==> src/rtl/spi_master_bridge.sv <==
// ---------------------------------------------------------------------------
// spi_master_bridge
//   SPI initiator that issues 32-bit register frames {rd_wr, addr[14:0],
//   data[15:0]} to the SPI slave register bridge. A valid/ready command is
//   serialised MSB first on MOSI (CPOL=0, slave samples on SCLK rise). Reads
//   insert a SCLK-low turnaround after the address so the slave can fetch the
//   register, then the 16 data bits are shifted in from MISO and returned on
//   a one-cycle response strobe.
//
// Parameters
//   CLK_DIV   : SCLK half-period in spi_clk cycles (>=1)
//   READ_WAIT : SCLK-low cycles between address and data phases of a read
//   CS_GAP    : minimum CS_N-high cycles between frames (>=1)
//
// Ports
//   spi_clk, sys_rst_n        : clock, asynchronous active-low reset
//   cmd_valid/cmd_ready       : command handshake (ready only when idle)
//   cmd_rd_wr/addr/wdata      : command fields (wdata ignored for reads)
//   rsp_valid/rsp_rdata       : read data strobe; rdata held until next read
//   done                      : one-cycle pulse at the end of every frame
//   busy                      : high whenever a frame is in progress
//   spi_cs_n_o/sclk_o/mosi_o  : SPI outputs (all registered)
//   spi_miso_i                : SPI input
// ---------------------------------------------------------------------------
module spi_master_bridge #(
    parameter int CLK_DIV   = 2,
    parameter int READ_WAIT = 32,
    parameter int CS_GAP    = 4
) (
    input  logic        spi_clk,
    input  logic        sys_rst_n,
    input  logic        cmd_valid,
    output logic        cmd_ready,
    input  logic        cmd_rd_wr,
    input  logic [14:0] cmd_addr,
    input  logic [15:0] cmd_wdata,
    output logic        rsp_valid,
    output logic [15:0] rsp_rdata,
    output logic        done,
    output logic        busy,
    output logic        spi_cs_n_o,
    output logic        spi_sclk_o,
    output logic        spi_mosi_o,
    input  logic        spi_miso_i
);

    typedef enum logic [2:0] {
        S_IDLE, S_ADDR, S_WAIT, S_DATA, S_HOLD, S_GAP
    } state_t;

    localparam logic [15:0] HALF_LAST = 16'(CLK_DIV - 1);
    localparam logic [15:0] WAIT_LAST = 16'((READ_WAIT > 0) ? READ_WAIT - 1 : 0);
    // The IDLE cycle in which the next command is accepted also has CS_N high,
    // so GAP itself lasts one cycle less than the required CS_N-high time.
    localparam logic [15:0] GAP_LAST  = 16'((CS_GAP > 1) ? CS_GAP - 2 : 0);

    state_t      state_q, state_d;
    logic [15:0] cnt_q, cnt_d;
    logic [5:0]  bit_q, bit_d;
    logic [30:0] tx_q, tx_d;      // bits still to send after the one on MOSI
    logic [15:0] rx_q, rx_d;
    logic        rd_q, rd_d;
    logic        cs_n_q, cs_n_d;
    logic        sclk_q, sclk_d;
    logic        mosi_q, mosi_d;
    logic        rsp_valid_q, rsp_valid_d;
    logic [15:0] rsp_rdata_q, rsp_rdata_d;
    logic        done_q, done_d;
    logic        half_end;

    assign half_end = (cnt_q == HALF_LAST);

    always_comb begin
        state_d     = state_q;
        cnt_d       = cnt_q;
        bit_d       = bit_q;
        tx_d        = tx_q;
        rx_d        = rx_q;
        rd_d        = rd_q;
        cs_n_d      = cs_n_q;
        sclk_d      = sclk_q;
        mosi_d      = mosi_q;
        rsp_valid_d = 1'b0;
        rsp_rdata_d = rsp_rdata_q;
        done_d      = 1'b0;

        case (state_q)
            S_IDLE: begin
                if (cmd_valid) begin
                    state_d = S_ADDR;
                    tx_d    = {cmd_addr, (cmd_rd_wr ? 16'h0000 : cmd_wdata)};
                    rd_d    = cmd_rd_wr;
                    mosi_d  = cmd_rd_wr;
                    cs_n_d  = 1'b0;
                    sclk_d  = 1'b0;
                    cnt_d   = '0;
                    bit_d   = '0;
                end
            end
            S_ADDR, S_DATA: begin
                if (!half_end) begin
                    cnt_d = cnt_q + 16'd1;
                end else begin
                    cnt_d = '0;
                    if (!sclk_q) begin
                        sclk_d = 1'b1;
                        // Sample MISO on the edge that raises SCLK, before the
                        // slave shifts its next bit out.
                        if (state_q == S_DATA && rd_q)
                            rx_d = {rx_q[14:0], spi_miso_i};
                    end else begin
                        // End of bit: SCLK low again and MOSI advances.
                        sclk_d = 1'b0;
                        mosi_d = tx_q[30];
                        tx_d   = {tx_q[29:0], 1'b0};
                        if (bit_q != 6'd15) begin
                            bit_d = bit_q + 6'd1;
                        end else begin
                            bit_d = '0;
                            if (state_q == S_DATA) begin
                                state_d = S_HOLD;
                                mosi_d  = 1'b0;
                            end else if (rd_q && (READ_WAIT > 0)) begin
                                state_d = S_WAIT;
                            end else begin
                                state_d = S_DATA;
                            end
                        end
                    end
                end
            end
            S_WAIT: begin
                // MOSI is already 0 here: the data field of a read is zero.
                if (cnt_q == WAIT_LAST) begin
                    cnt_d   = '0;
                    state_d = S_DATA;
                end else begin
                    cnt_d = cnt_q + 16'd1;
                end
            end
            S_HOLD: begin
                if (half_end) begin
                    cnt_d   = '0;
                    cs_n_d  = 1'b1;
                    done_d  = 1'b1;
                    if (rd_q) begin
                        rsp_valid_d = 1'b1;
                        rsp_rdata_d = rx_q;
                    end
                    state_d = (CS_GAP > 1) ? S_GAP : S_IDLE;
                end else begin
                    cnt_d = cnt_q + 16'd1;
                end
            end
            S_GAP: begin
                if (cnt_q == GAP_LAST) begin
                    cnt_d   = '0;
                    state_d = S_IDLE;
                end else begin
                    cnt_d = cnt_q + 16'd1;
                end
            end
            default: state_d = S_IDLE;
        endcase
    end

    always_ff @(posedge spi_clk or negedge sys_rst_n) begin
        if (!sys_rst_n) begin
            state_q     <= S_IDLE;
            cnt_q       <= '0;
            bit_q       <= '0;
            tx_q        <= '0;
            rx_q        <= '0;
            rd_q        <= 1'b0;
            cs_n_q      <= 1'b1;
            sclk_q      <= 1'b0;
            mosi_q      <= 1'b0;
            rsp_valid_q <= 1'b0;
            rsp_rdata_q <= '0;
            done_q      <= 1'b0;
        end else begin
            state_q     <= state_d;
            cnt_q       <= cnt_d;
            bit_q       <= bit_d;
            tx_q        <= tx_d;
            rx_q        <= rx_d;
            rd_q        <= rd_d;
            cs_n_q      <= cs_n_d;
            sclk_q      <= sclk_d;
            mosi_q      <= mosi_d;
            rsp_valid_q <= rsp_valid_d;
            rsp_rdata_q <= rsp_rdata_d;
            done_q      <= done_d;
        end
    end

    assign cmd_ready  = (state_q == S_IDLE);
    assign busy       = (state_q != S_IDLE);
    assign rsp_valid  = rsp_valid_q;
    assign rsp_rdata  = rsp_rdata_q;
    assign done       = done_q;
    assign spi_cs_n_o = cs_n_q;
    assign spi_sclk_o = sclk_q;
    assign spi_mosi_o = mosi_q;

endmodule
==> config.mk <==
export PLATFORM = sky130hd
export DESIGN_NAME = spi_master_bridge
export DESIGN_NICKNAME = d
export VERILOG_FILES = /design/src/rtl/spi_master_bridge.sv
export SDC_FILE = /design/constraint.sdc
export NUM_CORES = 1
export LEC_CHECK = 0
export ABC_CLOCK_PERIOD_IN_PS = 6400
export BUFFER_PORTS_ARGS = -buffer_cell sky130_fd_sc_hd__buf_2
export CAP_MARGIN = 25
export CORE_MARGIN = 3
export CORE_UTILIZATION = 50
export CTS_CLUSTER_SIZE = 12
export DETAILED_ROUTE_END_ITERATION = 16
export PLACE_DENSITY = 0.73
export SYNTH_ARGS = -nofsm -noshare
export SYNTH_HDL_FRONTEND = slang
export SYNTH_SLANG_ARGS = --single-unit
export TNS_END_PERCENT = 100
==> constraint.sdc <==
create_clock -name spi_clk -period 6.4 [get_ports spi_clk]
set_input_delay 0.96 -clock spi_clk [delete_from_list [all_inputs] [get_ports spi_clk]]
set_output_delay 0.96 -clock spi_clk [all_outputs]
set_load 0.05 [all_outputs]
==> run metrics <==
drt first pass iters=4; register area share after synthesis=51.5%; Clock Tree Buf Depth=2; status=finished clean; syn_area_per_cell=9.99 um^2; crit path DAT=about 3.0 ns; Mapped Cells=457; Yosys reg bits=94; gr usage total=18.4%; Distinct cells, synth=52; Num CTS Buffers=9; crit path launch=cnt_q[1]; WL final=8970 um; die area=10300 um^2; First DRT Iteration DRCs=181; Max VDD drop=0.181 mV; leading cell types in the layout, fill and taps excluded=dfrtp_1 (93), nand2_1 (75), buf_2 (57); Syn Nets=497; most common cell after layout, fill and taps aside=dfrtp_1; Reg area=2350 um^2; Setup Viol. Count Final=0; starting density of the core=51.9%; synth top area cells=dfrtp_1 (51%), mux2_2 (8.1%), nand2_1 (6.2%), a21oi_1 (3.2%), o21ai_0 (3.0%); LEAKAGE=2.35 nW; dpl hpwl=6000 um; Slew Limit Fails=0; worst hold slack=0.459 ns; initial antenna violation count=0; routed vias=about 3500; total power per unit cell area=206 nW/um^2; Crit Path Max Fanout=17; nets@finish=539; type of origin of the critical path=flop; Setup Fix Bufs, Post-CTS=0; Rows=34; fmax=362 MHz; DIE HEIGHT=102 um; footprint of the multi-input gates=2050 um^2; H-tree depth=3; Post-synth EDFFs=0; Filler cells=766; Crit. End Element=flop; WL/cell=14.7 um; normalized max-slew margin=38.1%; clock transition at the registers of the reported paths=0.10 ns; core area=8810 um^2; fraction of layout cells with a size suffix above 1=24.4%; antenna cells=0; # IOs=59; Crit Path Category=flop to flop; Layout Skew=0.0113 ns; Final ANT Viol Nets=0; I/O Buffers=58; via density per instance=around 5.7; Yosys Warn Count=0; worst slew pin tran=between 0.9 and 1 ns; RSZ-0062 raised after global routing=no; residual DRC count=0; Synth-to-Final Area Change=12.1%; final core utilization=58.2%; vias in the first global route=3287; TritonCTS clock tree=built; asr flop ratio synth=100%; period utilisation layout=43.2%; top_reg_cell synth=dfrtp_1; CTS Root Cell=clkbuf_8; worst hold path type=input pin to async pin; Synth area leader=dfrtp_1; Fin. Hold Viols=0; Post-CTS Resized=0; Die Wd=a little over 100 um; Worst R2R Start=cnt_q[1]; Crit path required time=6.64 ns; count of maximum capacitance violations=0; clock sink total=94; GPL Wtd Cong=0.796; setup_tns=0 ns; hold buffer count at cts=0; first-pass GRT wire length=15400 um; worst skew pair latency=about 0.36 ns; largest net degree at the start of global routing=76; gr ovfl total=0; Netlist Area Pre-Place=4570 um^2; post-synth top area share=51.0%; fin crit period=2.77 ns
==> registers in the layout, indices dropped and copies added, names as in the netlist <==
signal      count
rd_q            1
tx_q           31
rx_q           16
spi_sclk_o      1
cnt_q          16
bit_q           6
rsp_valid       1
state_q         3
spi_mosi_o      1
done            1
spi_cs_n_o      1
rsp_rdata      16
==> layer usage <==
| layer | part of all wire [%] | GRT usage [%] | wire, um | vias to the layer above |
|---|---|---|---|---|
| met5 | 0 | 0 | 0 | - |
| met4 | 1.3 | 5.73 | 121 | 0 |
| met3 | 4.0 | 3.03 | 358 | 11 |
| met2 | 46 | 28.2 | 4110 | 60 |
| met1 | 49 | 26.9 | 4380 | 1681 |
| li1 | - | - | - | 1711 |
==> area by class of cell <==
type	count	share of cell area (%)
inverter	8	0.586
multi-input combinational	325	40.1
timing repair buffer	61	6.40
clock buffer	9	2.42
tap	108	2.64
clock inverter	7	1.91
sequential	94	46.0
==> power by group <==
part / switching [W] / internal (W)
combinational: 0.0000160 / 0.00000971
clock: 0.000213 / 0.000221
sequential: 0.000000193 / 0.000594
total: 0.000229 / 0.000825
==> metrics by stage <==
step / power (W) / cell area (um^2) / std cells / worst slack [ns]
detailed placement: 0.000632 / 4880 / 595 / 3.51
finish: 0.00105 / 5120 / 612 / 3.63
global route: 0.00109 / 5120 / 612 / 3.46
global placement: 0.000632 / 4880 / 595 / 3.56
CTS: 0.00106 / 5100 / 611 / 3.49
floorplan: 0.000609 / 4570 / 457 / 3.13
==> kinds of logic (layout without fill, tap and decap cells) <==
| family | count (synthesis) | after routing | share of synthesized area (%) |
|---|---|---|---|
| AO/OA/AOI/OAI | 106 | 106 | 14.7 |
| XOR/XNOR | 4 | 4 | 0.767 |
| buffers and inverters | 38 | 85 | 3.67 |
| AND/OR/NAND/NOR | 176 | 176 | 19.7 |
| multiplexers | 35 | 35 | 8.60 |
| flip-flops | 94 | 94 | 51.5 |
| adder cells (fa/ha/maj) | 4 | 4 | 1.10 |
==> worst paths after layout <==
path	to	slack (ns)	cells past startpoint
setup / recovery	rsp_rdata[11]	3.63	6
hold / removal	tx_q[25]	0.46	1
setup reg to reg	rsp_rdata[11]	3.63	6
hold reg to reg	tx_q[0]	0.49	2
max in group asynchronous	tx_q[2]	4.73	2
min in group spi_clk	tx_q[0]	0.49	2
==> worst max-delay path, stage by stage (launching register included) <==
cell and delay, ns:
dfrtp_1 0.42, inv_1 0.09, ha_1 0.19, nor4b_1 0.25, and4_1 0.52, and3_1 0.77
mux2_2 0.41
==> synth_stat cells, drive strengths merged (5+ instances only) <==
master  number
dfrtp       93
nand2       75
mux2        34
a21oi       29
nor2        27
o21ai       27
clkbuf      19
a31oi       17
nor3b       15
nand3       14
buf         11
nor3         9
and2         8
inv          8
nor4         7
o22ai        6
nand4        5
Note: power is estimated with default switching activity, not from simulation.
